==> src/rtl/eth_rx.sv <==
// eth_rx: GMII receive path for a single-clock Ethernet/IPv4/UDP/ARP endpoint.
// Parses preamble/Ethernet/IPv4/UDP headers, packs the UDP payload big-endian into a
// 32-bit AXI-Stream through a small FIFO, checks the FCS and decodes ARP frames.
// Optional build macro: SRC_FILTER_EN also filters on source MAC (mac_s_addr) and
// source IP (ip_s_addr); without it those inputs are ignored.
module eth_rx #(
  parameter int unsigned FIFO_DEPTH = 16
) (
  input  logic        gmii_rx_clk,
  input  logic        gmii_rstn,
  input  logic [7:0]  gmii_rxd,
  input  logic        gmii_rx_dv,
  input  logic        gmii_rx_er,
  input  logic [47:0] mac_d_addr,
  input  logic [31:0] ip_d_addr,
  input  logic [47:0] mac_s_addr,
  input  logic [31:0] ip_s_addr,
  input  logic [15:0] port_s,
  input  logic [15:0] port_d,
  output logic [47:0] rq_mac_s_addr,
  output logic        arp_oper,
  output logic        arp_data_valid,
  output logic        crc_valid,
  output logic        crc_error,
  output logic [31:0] m_axis_tdata,
  output logic        m_axis_tvalid,
  output logic        m_axis_tlast,
  input  logic        m_axis_tready
);

  localparam int unsigned AW         = $clog2(FIFO_DEPTH);
  localparam logic [31:0] CrcResidue = 32'hDEBB_20E3;

  typedef enum logic [3:0] {
    StIdle, StPreamble, StEthHdr, StIpHdr, StUdpHdr, StPayload, StArp, StTail, StDrop
  } state_e;

  state_e      r_state, w_next;
  logic [4:0]  r_cnt;
  logic [39:0] r_shift;
  logic [47:0] w_word48;
  logic [31:0] w_word32;
  logic [15:0] w_word16;
  logic        w_sfd, w_pay_byte, w_pay_cut, w_frame_end, w_clean_end, w_good;
  logic [31:0] r_crc;
  logic        r_in_frame, r_er;
  logic        r_arp_ok;
  logic [15:0] r_oper;
  logic [47:0] r_sha;
  logic [15:0] r_len;
  logic [1:0]  r_bpos;
  logic [31:0] r_word;
  logic        r_wr_en, r_wr_last;
  logic [32:0] r_mem [FIFO_DEPTH];
  logic [AW:0] r_wptr, r_rptr;
  logic        w_empty, w_full, w_pop;
  logic [32:0] w_head;

`ifndef SRC_FILTER_EN
  logic w_unused_src;
  assign w_unused_src = ^{mac_s_addr, ip_s_addr};
`endif

  // Big-endian header fields ending at the current byte
  assign w_word48 = {r_shift, gmii_rxd};
  assign w_word32 = w_word48[31:0];
  assign w_word16 = w_word48[15:0];

  // One byte of the reflected CRC-32, LSB first, no final inversion
  function automatic logic [31:0] crc_byte(input logic [31:0] c, input logic [7:0] d);
    logic [31:0] r;
    r = c;
    for (int i = 0; i < 8; i++) begin
      r = (r >> 1) ^ (((r[0] ^ d[i]) == 1'b1) ? 32'hEDB8_8320 : 32'h0);
    end
    return r;
  endfunction

  // State register, per-state byte counter and header shift register
  always_ff @(posedge gmii_rx_clk or negedge gmii_rstn) begin
    if (!gmii_rstn) begin
      r_state <= StIdle;
      r_cnt   <= '0;
      r_shift <= '0;
    end else begin
      r_state <= w_next;
      r_shift <= {r_shift[31:0], gmii_rxd};
      if (w_next != r_state) r_cnt <= '0;
      else if (gmii_rx_dv && r_cnt != 5'h1F) r_cnt <= r_cnt + 5'd1;
    end
  end

  // Next-state decode; header fields are checked on the byte that completes them
  always_comb begin
    w_next = r_state;
    if (!gmii_rx_dv) begin
      w_next = StIdle;
    end else begin
      case (r_state)
        StIdle: if (gmii_rxd == 8'h55) w_next = StPreamble;
        StPreamble: begin
          if (gmii_rxd == 8'hD5) w_next = StEthHdr;
          else if (gmii_rxd != 8'h55) w_next = StDrop;
        end
        StEthHdr: begin
          if (r_cnt == 5'd5 && w_word48 != mac_d_addr && w_word48 != 48'hFFFF_FFFF_FFFF)
            w_next = StDrop;
`ifdef SRC_FILTER_EN
          if (r_cnt == 5'd11 && w_word48 != mac_s_addr) w_next = StDrop;
`endif
          if (r_cnt == 5'd13) begin
            if (w_word16 == 16'h0800) w_next = StIpHdr;
            else if (w_word16 == 16'h0806) w_next = StArp;
            else w_next = StDrop;
          end
        end
        StIpHdr: begin
          if (r_cnt == 5'd0 && gmii_rxd != 8'h45) w_next = StDrop;
          if (r_cnt == 5'd9 && gmii_rxd != 8'h11) w_next = StDrop;
`ifdef SRC_FILTER_EN
          if (r_cnt == 5'd15 && w_word32 != ip_s_addr) w_next = StDrop;
`endif
          if (r_cnt == 5'd19) w_next = (w_word32 == ip_d_addr) ? StUdpHdr : StDrop;
        end
        StUdpHdr: begin
          if (r_cnt == 5'd1 && port_s != 16'h0 && w_word16 != port_s) w_next = StDrop;
          if (r_cnt == 5'd3 && w_word16 != port_d) w_next = StDrop;
          if (r_cnt == 5'd5 && w_word16 < 16'd9) w_next = StDrop;
          if (r_cnt == 5'd7) w_next = StPayload;
        end
        StPayload: if (r_len == 16'd1) w_next = StTail;
        StArp:     if (r_cnt == 5'd27) w_next = StTail;
        StTail:    w_next = StTail;
        StDrop:    w_next = StDrop;
        default:   w_next = StIdle;
      endcase
    end
  end

  // FSM-decoded strobes
  always_comb begin
    w_sfd       = (r_state == StPreamble) && gmii_rx_dv && (gmii_rxd == 8'hD5);
    w_pay_byte  = (r_state == StPayload) && gmii_rx_dv;
    w_pay_cut   = (r_state == StPayload) && !gmii_rx_dv;
    w_frame_end = r_in_frame && !gmii_rx_dv;
    // A frame cut short inside a header or the payload is always an error
    w_clean_end = (r_state == StTail) || (r_state == StDrop);
    w_good      = w_clean_end && !r_er && (r_crc == CrcResidue);
  end

  // CRC accumulation from the SFD on, verdict pulse when dv falls
  always_ff @(posedge gmii_rx_clk or negedge gmii_rstn) begin
    if (!gmii_rstn) begin
      r_crc      <= '1;
      r_in_frame <= 1'b0;
      r_er       <= 1'b0;
      crc_valid  <= 1'b0;
      crc_error  <= 1'b0;
    end else begin
      crc_valid <= 1'b0;
      crc_error <= 1'b0;
      if (w_sfd) begin
        r_crc      <= '1;
        r_in_frame <= 1'b1;
        r_er       <= 1'b0;
      end else if (r_in_frame) begin
        if (gmii_rx_dv) begin
          r_crc <= crc_byte(r_crc, gmii_rxd);
          if (gmii_rx_er) r_er <= 1'b1;
        end else begin
          r_in_frame <= 1'b0;
          crc_valid  <= w_good;
          crc_error  <= !w_good;
        end
      end
    end
  end

  // ARP field capture; outputs commit together with a good FCS verdict
  always_ff @(posedge gmii_rx_clk or negedge gmii_rstn) begin
    if (!gmii_rstn) begin
      r_arp_ok       <= 1'b0;
      r_oper         <= '0;
      r_sha          <= '0;
      rq_mac_s_addr  <= '0;
      arp_oper       <= 1'b0;
      arp_data_valid <= 1'b0;
    end else begin
      arp_data_valid <= 1'b0;
      if (w_sfd) r_arp_ok <= 1'b0;
      if (r_state == StArp && gmii_rx_dv) begin
        if (r_cnt == 5'd7)  r_oper <= w_word16;
        if (r_cnt == 5'd13) r_sha  <= w_word48;
        if (r_cnt == 5'd27)
          r_arp_ok <= (w_word32 == ip_d_addr) && (r_oper == 16'd1 || r_oper == 16'd2);
      end
      if (w_frame_end && w_good && r_arp_ok) begin
        rq_mac_s_addr  <= r_sha;
        arp_oper       <= (r_oper == 16'd1);
        arp_data_valid <= 1'b1;
      end
    end
  end

  // Payload packing; a word is queued for the FIFO the cycle after its last byte
  always_ff @(posedge gmii_rx_clk or negedge gmii_rstn) begin
    if (!gmii_rstn) begin
      r_len     <= '0;
      r_bpos    <= '0;
      r_word    <= '0;
      r_wr_en   <= 1'b0;
      r_wr_last <= 1'b0;
    end else begin
      r_wr_en   <= 1'b0;
      r_wr_last <= 1'b0;
      if (r_state == StUdpHdr && gmii_rx_dv && r_cnt == 5'd5) r_len <= w_word16 - 16'd8;
      if (w_pay_byte) begin
        case (r_bpos)
          2'd0:    r_word        <= {gmii_rxd, 24'h0};
          2'd1:    r_word[23:16] <= gmii_rxd;
          2'd2:    r_word[15:8]  <= gmii_rxd;
          default: r_word[7:0]   <= gmii_rxd;
        endcase
        r_len     <= r_len - 16'd1;
        r_bpos    <= (r_len == 16'd1) ? 2'd0 : r_bpos + 2'd1;
        r_wr_en   <= (r_bpos == 2'd3) || (r_len == 16'd1);
        r_wr_last <= (r_len == 16'd1);
      end else if (w_pay_cut) begin
        // Truncated payload: flush the partial word as the last one
        r_bpos    <= '0;
        r_wr_en   <= (r_bpos != 2'd0);
        r_wr_last <= (r_bpos != 2'd0);
      end else if (r_state != StPayload) begin
        r_bpos <= '0;
      end
    end
  end

  assign w_empty = (r_wptr == r_rptr);
  assign w_full  = (r_wptr[AW] != r_rptr[AW]) && (r_wptr[AW-1:0] == r_rptr[AW-1:0]);
  assign w_pop   = m_axis_tvalid && m_axis_tready;
  assign w_head  = r_mem[r_rptr[AW-1:0]];

  // FIFO storage; writes while full are discarded, the GMII side never stalls
  always_ff @(posedge gmii_rx_clk) begin
    if (r_wr_en && !w_full) r_mem[r_wptr[AW-1:0]] <= {r_wr_last, r_word};
  end

  // FIFO pointers
  always_ff @(posedge gmii_rx_clk or negedge gmii_rstn) begin
    if (!gmii_rstn) begin
      r_wptr <= '0;
      r_rptr <= '0;
    end else begin
      if (r_wr_en && !w_full) r_wptr <= r_wptr + 1'b1;
      if (w_pop) r_rptr <= r_rptr + 1'b1;
    end
  end

  assign m_axis_tvalid = !w_empty;
  assign m_axis_tdata  = w_empty ? 32'h0 : w_head[31:0];
  assign m_axis_tlast  = !w_empty && w_head[32];

endmodule

==> config.mk <==
export PLATFORM = sky130hd
export DESIGN_NAME = eth_rx
export DESIGN_NICKNAME = d
export VERILOG_FILES = /design/src/rtl/eth_rx.sv
export SDC_FILE = /design/constraint.sdc
export NUM_CORES = 1
export LEC_CHECK = 0
export CORE_MARGIN = 2
export CORE_UTILIZATION = 40
export CTS_BUF_LIST = sky130_fd_sc_hd__clkbuf_2
export DETAILED_ROUTE_END_ITERATION = 10
export PLACE_DENSITY_LB_ADDON = 0.08
export SLEW_MARGIN = 25
export SYNTH_ARGS = -nofsm -noshare
export SYNTH_HDL_FRONTEND = slang
export SYNTH_SLANG_ARGS = --single-unit
==> constraint.sdc <==
create_clock -name gmii_rx_clk -period 3.8 [get_ports gmii_rx_clk]
set_clock_uncertainty 0.1 [all_clocks]
set_input_delay 0.38 -clock gmii_rx_clk [delete_from_list [all_inputs] [get_ports gmii_rx_clk]]
set_output_delay 0.38 -clock gmii_rx_clk [all_outputs]
set_load 0.05 [all_outputs]
# Word-level counts from Yosys, hierarchy flattened
# Memory sizes are Yosys's and may differ from the RTL's.
# Index checks and enable logic that the tools add are counted.
[totals]
register_bits = 262
ramBits = 528
inputBits = 205
word_cells = 210
mem_count = 1
[mem_list]
columns = ["name", "depth", "word_bits", "rd", "rd_ports_with_merged_regs", "wr", "line", "rtl"]
rows = [
  ["r_mem", 16, 33, 1, 0, 1, "54", "logic [32:0] r_mem [FIFO_DEPTH];"],
]
[classes]
n_addsub = 6
order_cmp = 1
eq_ne = 41
n_mux = 64
bitwise = 17
reduce_logical = 56
[op_table]
columns = ["cell", "n"]
rows = [
  ["32-bit 2-to-1 mux", 12],
  ["31-bit by 32-bit bitwise XOR with 32-bit output", 8],
  ["4-bit 2-to-1 mux", 18],
  ["48-bit != test", 1],
  ["48-bit != test (second input constant)", 1],
  ["8-bit case mux with 2 select lines", 3],
  ["4-bit case mux with 9 select lines", 1],
  ["16-bit by 1-bit == test with 1-bit output (second input constant)", 2],
  ["16-bit by 12-bit == test with 1-bit output (second input constant)", 2],
  ["32-bit == test", 1],
  ["32-bit == test (second input constant)", 1],
  ["16-bit 2-to-1 mux", 2],
  ["16-bit != test", 2],
  ["1-bit logical AND", 26],
  ["1-bit 2-to-1 mux", 22],
  ["16-bit by 2-bit == test with 1-bit output (second input constant)", 1],
  ["4-bit by 3-bit == test with 1-bit output (second input constant)", 4],
  ["16-bit by 4-bit less-than comparator with 1-bit output (second input constant)", 1],
  ["8-bit by 7-bit != test with 1-bit output (second input constant)", 2],
  ["16-bit nonzero test", 1],
  ["2-bit nonzero test", 8],
  ["16-bit by 1-bit subtractor with 16-bit output (second input constant)", 1],
  ["16-bit by 4-bit subtractor with 16-bit output (second input constant)", 1],
  ["5-bit by 1-bit adder with 5-bit output (second input constant)", 3],
  ["33 further kinds", 61],
]

# Logic depth before layout (Yosys ltp)
# Gate-level depths: netlist of the first run.
[logic_depth]
depth_word = 27
ltp_mapped = 10

# Worst setup path after synthesis of the first run
# OpenSTA, ideal clock, no wires.
[synth_path]
kind = "register -> output"
start = "reg r_rptr[0]"
end = "out m_axis_tdata[0]"
t_arrival_ns = 2.699
t_required_ns = 3.320
slack_ns = 0.621
stages_incl_launch_ff = 7
path_buffers = 3
cell_sequence = "dfrtp_1 > clkbuf_1 > buf_2 > buf_1 > mux4_2 > mux4_2 > nor2b_1"
[synth_between]
elab_chain_cells = 2
[synth_rtl]
columns = ["item", "line", "rtl"]
rows = [
  ["from (decl)", "55", "logic [AW:0] r_wptr, r_rptr;"],
  ["from (signal assigned)", "256", "if (w_pop) r_rptr <= r_rptr + 1'b1;"],
  ["memory read 16 x 33 bit / 5-bit == test (equally long branches)", "--", ""],
  ["32-bit 2-to-1 mux *", "261", "assign m_axis_tdata = w_empty ? 32'h0 : w_head[31:0];"],
  ["to (decl)", "25", "output logic [31:0] m_axis_tdata,"],
]
# Mark *: on every way between the ends. The rest lies on a longest branch, timed or not.

# Final worst setup path of the first run
[layout_path]
start = "reg r_rptr[0]"
end = "out m_axis_tdata[21]"
# Same word-level chain as after synthesis.

==> results.md, run 1 <==
* Run status: complete, but fails checks
* Failing checks: negative setup slack
* Synthesized cell area at 32920 µm²
* # setup viols final at 33
* Clock share of power at 0.363
* Sw power at 3.984 mW
* Total grt overflow at 0
* Port bufs at 210
* Initial antenna violation count at 1
* Slowest stage cell, crit path: mux4_2
* CP Cell Sequence: buf_12, buf_16, mux4_2, mux4_2, nor2b_4, buf_6
* Count leader, synth: edfxtp_1
* Mapped Cells at 1906
* Tightest Hold Check Type: input port to flip-flop
* Placed Area at 36750 µm²
* WL/cell at 24.91 µm
* Yosys top cell area share at 0.4816
* Root Buffer: clkbuf_2
* CTS sink cnt at 790
* Reg2reg start: r_shift[4]
* Clock latency on the worst-skew pair at 1430 ps
* Ports at 291
* Die width at 290.9 µm
* Pwr Density at 394.1 nW/µm²
* Max-Cap Viols at 0
* Max incr delay on CP at 570 ps
* Period utilization at 1.073
* Area Growth Syn to Fin at 20.93%
* Unrepaired setup endpoints after global routing: yes
* Critical Path Start Type: flip-flop
* Final Core Density at 0.4864
* Buffers & Inverters on Critical Path at 3
* Layout cells sized above 1 at 0.3364
* Die area at 84610 µm²
* Max Fanout on Critical Path at 7
* 1st-iter DRT viols at 1117
* Vias/cell at 5.323
* Headroom to the max-slew limit at 0.4207
* ANT nets after route at 0
* EDFF count, synth at 528
* RD Place Congestion at 0.8428
* Leakage at 14.01 nW
* CP endpoint kind: primary output
* Hold Fails Final Rpt at 0
* Core Region at 81850 µm²
* Worst-margin pin slew at 863.2 ps
* Vias at 18990
* Pre-antenna DRT Iters at 5
* CTS tree: done
* Async SR Flop Fraction at 0.3316
* Internal power at 11.71 mW
* Net Sw Frac at 0.2539
* CTS max path bufs at 3
* Sequential share of power at 0.588
* Inserted Clock Buffers at 200
* All-Layer GR Usage at 0.2132
* Post-Syn Nets at 2127
* DP Wirelength at 51.05 mm
* Seq/Total Area, Yosys at 0.6820
* Maximum VDD drop at 0.0001616 V
* Synth top cells by count: edfxtp_1 (528), dfrtp_1 (230), mux4_2 (165)
* Initial Utilization at 0.4022
* Post-route DRC at 0
* Worst setup margin at -278.6 ps
* Seq cells post-synth at 790
* First-pass GRT wire length at 131.7 mm
* Slew Viols, Final at 0
* Synth top area cells: edfxtp_1 (48%), dfrtp_1 (17%), mux4_2 (11%)
* Min Tclk post-route at 4079 ps
* Syn Area/Cell at 17.27 µm²
* Critical path origin: r_rptr[0]
* CP Data Required Time at 3320 ps
* Core Rows at 105
* Fin Setup TNS at -6813 ps
* Crit path DAT at 3600 ps
* WS Path Type: flip-flop to primary output
* Hold_sp: mac_d_addr[20]
* Vias in the first global route at 20310
* Die Y at 290.9 µm
* Design area at 39810 µm²
* Yosys top cell by area: edfxtp_1
* Largest net degree at the start of global routing at 98
* Fmax at 0.2452 GHz
* Clock Pin Slew Worst Setup and Hold Paths at 90 ps
* Share of total power in combinational logic at 0.049
* Synth unique cells at 67
* Routed WL at 88.89 mm
* Htree depth at 4
* Synth warnings at 0
* Post-synth top flop: edfxtp_1
* Crit-path most repeated cell: mux4_2
* Nets at 2565
* Top delay family on crit path: multiplexers
## metal layers
layer  vias to the layer above  global-route usage  routed length, µm
met5                         -                   0                  0
li1                       8425                   -                  -
met1                      9872              0.2697              37020
met2                       550              0.3688              45950
met3                       144             0.04383               4213
met4                         0             0.06635               1715
## power by group through the flow
| stage | Sequential (mW) | Combinational (mW) | Clock [mW] |
|---|---|---|---|
| after CTS | 9.23 | 0.775 | 5.97 |
| after global routing | 9.24 | 0.836 | 6.35 |
| final | 9.23 | 0.762 | 5.70 |
| after detailed placement | 9.42 | 0.742 | 0 |
| after global placement | 9.42 | 0.737 | 0 |
| after floorplan | 9.35 | 0.408 | 0 |
## layout by cell type (no fill, tap or decap), types with 34 or more instances in the layout
cell             synthesis  layout
clkdlybuf4s50_1          0     174
edfxtp_1               528     528
nor2_1                  44      43
buf_4                    2      42
clkbuf_2                 0     311
nand2_1                 93      91
buf_6                    1      38
mux2_2                 115     115
xnor2_1                 69      68
mux4_2                 165     165
nor4_1                  45      43
o211ai_1                34      34
dfrtp_1                230     224
xor2_1                 139     139
## cell type report
cell class                      count  area, µm²
Clock inverter                     44      250.2
Antenna cell                        1      2.502
Inverter                           18      67.56
Fill cell                        7049      42030
Timing Repair Buffer              336       3936
Sequential cell                   790      22460
Multi-Input combinational cell    998      10200
Clock buffer                      311       1556
Tap cell                         1070       1339
## final timing paths
check	endpoint	slack [ps]	depth (start not counted)
worst max-delay path	m_axis_tdata[21]	-280	6
worst min-delay path	r_state[3]	240	8
worst max register to register	r_state[2]	120	10
worst min register to register	rq_mac_s_addr[9]	320	1
max in group asynchronous	rq_mac_s_addr[44]	2100	6
min in group asynchronous	rq_mac_s_addr[17]	570	5
## registers in the layout (all words and copies together), names as in the netlist, 2 cells and up
signal         cells
r_bpos             2
r_cnt              5
r_crc             32
r_len             16
r_mem            528
r_oper            16
r_rptr             5
r_sha             48
r_shift           40
r_state            4
r_word            32
r_wptr             5
rq_mac_s_addr     48
## worst min-delay path: stages
cell and delay (ps):
clkdlybuf4s50_1 410, xor2_1 130, or3_1 130, nor4_1 60
buf_4 140, nor2_1 130, a32oi_1 90, a21oi_1 160
## per-stage QoR
| stage | power (mW) | cells | worst slack, ps | hold WS, ps |
|---|---|---|---|---|
| floorplan | 9.760 | 1906 | 621.3 | -15.59 |
| global placement | 10.15 | 3150 | 371.9 | 302.8 |
| detailed placement | 10.16 | 3150 | 329.3 | 309.4 |
| CTS | 15.97 | 3570 | -510.5 | 30.06 |
| global route | 16.43 | 3568 | -475.4 | 140.9 |
| finish | 15.69 | 3568 | -278.6 | 235.7 |
## what timing repair did
item / in CTS / in global routing
resized for setup: 140 / 36
endpoints found under the hold margin: 329 / 0
setup buffers: 20 / 0
cloned: 14 / 2
endpoints found under the setup margin: 34 / 39
pin swaps: 1 / 0
hold buffers: 31 / 0
## logic make-up after synthesis
logic type,Yosys count,synth area share
AOI/OAI and AO/OA,137,0.03037
xor gates and xnor gates,210,0.05632
adders and majority gates,16,0.006081
buffers and inverters,118,0.01402
DFF,790,0.6820
muxes,281,0.1525
and+or+nand+nor,354,0.05872
Note: power is estimated with default switching activity, not from simulation.
==> run 2: changes to the inputs <==
--- a/config.mk
+++ b/config.mk
@@ -9,7 +9,7 @@
 export CORE_UTILIZATION = 40
 export CTS_BUF_LIST = sky130_fd_sc_hd__clkbuf_2
 export DETAILED_ROUTE_END_ITERATION = 10
-export PLACE_DENSITY_LB_ADDON = 0.08
+export PLACE_DENSITY_LB_ADDON = 0.1
 export SLEW_MARGIN = 25
 export SYNTH_ARGS = -nofsm -noshare
 export SYNTH_HDL_FRONTEND = slang
==> results.md, run 2 (synthesis results as in run 1) <==
* # setup viols final at 33 (unchanged)
* Pre-antenna DRT Iters at 5 (unchanged)
* Final Core Density at 0.4898 (was 0.4864)
* Die width at 290.9 µm (unchanged)
* Grt met2 use at 0.3708 (was 0.3688)
* Fillers at 7043 (was 7049)
* Area Growth Syn to Fin at 21.77% (was 20.93%)
* Reg2reg start: r_shift[26] (was r_shift[4])
* CTS sink cnt at 790 (unchanged)
* Hold_sp: gmii_rxd[7] (was mac_d_addr[20])
* Pwr Total at 15.85 mW (was 15.69 mW)
* WL/cell at 24.68 µm (was 24.91 µm)
* Period utilization at 1.076 (was 1.073)
* Core Region at 81850 µm² (unchanged)
* Sequential share of power at 0.582 (was 0.588)
* Failing checks: negative setup slack (unchanged)
* Internal power at 11.86 mW (was 11.71 mW)
* All-Layer GR Usage at 0.2129 (was 0.2132)
* CTS max path bufs at 3 (unchanged)
* Reg2Reg Depth at 10 (unchanged)
* ANT nets after route at 0 (unchanged)
* GRT Max-Usage Layer: met2 (unchanged)
* Layout cells sized above 1 at 0.3414 (was 0.3364)
* Leakage at 14.21 nW (was 14.01 nW)
* Min Tclk post-route at 4088 ps (was 4079 ps)
* Ports at 291 (unchanged)
* Total grt overflow at 0 (unchanged)
* DP Wirelength at 51.48 mm (was 51.05 mm)
* Initial antenna violation count at 2 (was 1)
* Core Rows at 105 (unchanged)
* Critical Path Start Type: flip-flop (unchanged)
* Reg2reg setup slack at 260 ps (was 120 ps)
* Clock latency on the worst-skew pair at 1390 ps (was 1430 ps)
* Inserted Clock Buffers at 203 (was 200)
* First-pass GRT wire length at 132.8 mm (was 131.7 mm)
* Routed WL at 88.91 mm (was 88.89 mm)
* Most frequent cells in the layout: edfxtp_1 (528), clkbuf_2 (318), dfrtp_1 (225) (was edfxtp_1 (528), clkbuf_2 (311), dfrtp_1 (224))
* Root Buffer: clkbuf_2 (unchanged)
* Post-route DRC at 0 (unchanged)
* Clock Pin Slew Worst Setup and Hold Paths at 110 ps (was 90 ps)
* Met1 Track Usage GR at 0.2670 (was 0.2697)
* Hold Fails Final Rpt at 0 (unchanged)
* Vias/cell at 5.333 (was 5.323)
* CTS tree: done (unchanged)
* Met3 GRT Util at 0.04612 (was 0.04383)
* Critical path origin: r_rptr[0] (unchanged)
* Capture point of the worst reg-to-reg path: r_state[3] (was r_state[2])
* 1st-iter DRT viols at 1065 (was 1117)
* WS Path Type: flip-flop to primary output (unchanged)
* Vias in the first global route at 20630 (was 20310)
* Sw power at 3.988 mW (was 3.984 mW)
* CP Data Required Time at 3320 ps (about the same)
* Hold-critical path depth at 3 (was 8)
* Fmax at 0.2446 GHz (was 0.2452 GHz)
* Worst-margin pin slew at 896.3 ps (was 863.2 ps)
* Largest net degree at the start of global routing at 99 (was 98)
* Net Sw Frac at 0.2516 (was 0.2539)
* Clock share of power at 0.369 (was 0.363)
* Multi-input logic area at 10230 µm² (was 10200 µm²)
* Max reg flops at 528 (unchanged)
* Reg area at 22460 µm² (about the same)
* Vias at 19210 (was 18990)
* Pwr Density at 395.4 nW/µm² (was 394.1 nW/µm²)
* Worst setup margin at -288.1 ps (was -278.6 ps)
* Die Y at 290.9 µm (unchanged)
* Max-Cap Viols at 0 (unchanged)
* Headroom to the max-slew limit at 0.3982 (was 0.4207)
* Min-Delay Endpoint: r_shift[7] (was r_state[3])
* Die area at 84610 µm² (unchanged)
* Unrepaired setup endpoints after global routing: yes (unchanged)
* Crit path DAT at 3610 ps (was 3600 ps)
* Nets at 2588 (was 2565)
* Run status: complete, but fails checks (unchanged)
* CP endpoint kind: primary output (unchanged)
* Tightest Hold Check Type: input port to flip-flop (unchanged)
* RD Place Congestion at 0.8787 (was 0.8428)
* Htree depth at 4 (unchanged)
* Commonest non-fill, non-tap cell in the layout: edfxtp_1 (unchanged)
* Share of total power in combinational logic at 0.049 (about the same)
* Maximum VDD drop at 0.0001985 V (was 0.0001616 V)
* Initial Utilization at 0.4022 (unchanged)
* Max Fanout on Critical Path at 6 (was 7)
* Port bufs at 210 (unchanged)
* Slew Viols, Final at 0 (unchanged)
[run 2: cell types whose count changed in the layout (fill, tap and decap cells not counted), sizes merged]
cell           previous run  this run
buf                     130       144
bufbuf                    0         1
bufinv                    0         2
clkbuf                  313       322
clkdlybuf4s50           174       175
clkinv                   33        38
clkinvlp                  1         5
diode                     1         4
dlygate4sd3              30        32
inv                      28        21
[run 2: power by group through the flow]
| stage | clock [mW] | sequential [mW] | combinational (mW) |
|---|---|---|---|
| after floorplan | 0 | 9.35 | 0.408 |
| after global placement | 0 | 9.41 | 0.740 |
| after detailed placement | 0 | 9.42 | 0.744 |
| after CTS | 6.07 | 9.23 | 0.778 |
| after global routing | 6.52 | 9.24 | 0.842 |
| final | 5.85 | 9.23 | 0.771 |
[run 2: what timing repair did]
| action | in CTS | in global routing |
|---|---|---|
| gates cloned | 17 | 4 |
| pin swaps | 1 | 0 |
| buffers inserted | 21 | 5 |
| hold buffers | 31 | 3 |
| gates resized for setup | 90 | 38 |
| endpoints found under the setup margin | 34 | 36 |
| endpoints found under the hold margin | 353 | 1 |
[run 2: routing by layer]
layer	wire length (µm)	vias up
li1	-	8478
met1	36800	10010
met2	45680	597
met3	4581	129
met4	1847	0
met5	0	-
[run 2: per-stage QoR]
step	hold slack [ps]	std cells	area, µm²	setup TNS (ps)	setup WS (ps)
2_1_floorplan	-15.59	1906	32920	0	621.3
3_3_place_gp	338.0	3160	36700	0	156.1
3_5_place_dp	351.5	3160	36700	0	131.3
4_1_cts	13.70	3595	39940	-15930	-547.2
5_1_grt	58.22	3602	40090	-15730	-520.2
6_report	227.7	3602	40090	-7781	-288.1
[run 2: how the worst max path moves through the flow]
stage,end,depth (start not counted)
2_1_floorplan,m_axis_tdata[0],6
3_3_place_gp,r_cnt[1],12
3_5_place_dp,r_cnt[0],12
4_1_cts,m_axis_tdata[8],7
5_1_grt,m_axis_tdata[24],7
6_report,m_axis_tdata[8],7
[run 2: critical path, stage by stage (launching register included)]
cell	delay, ps
dfrtp_4	530
buf_12	160
buf_12	140
buf_16	140
mux4_2	440
mux4_2	530
nor2b_4	150
buf_6	140
[run 2: layout make-up]
class | count | share of cell area
antenna | 4 | 0.0002497
clock buffer | 318 | 0.03970
clock inverter | 48 | 0.007272
inverter | 18 | 0.001779
multi-input combinational | 998 | 0.2551
sequential | 790 | 0.5603
tap | 1070 | 0.03340
timing repair buffer | 356 | 0.1021
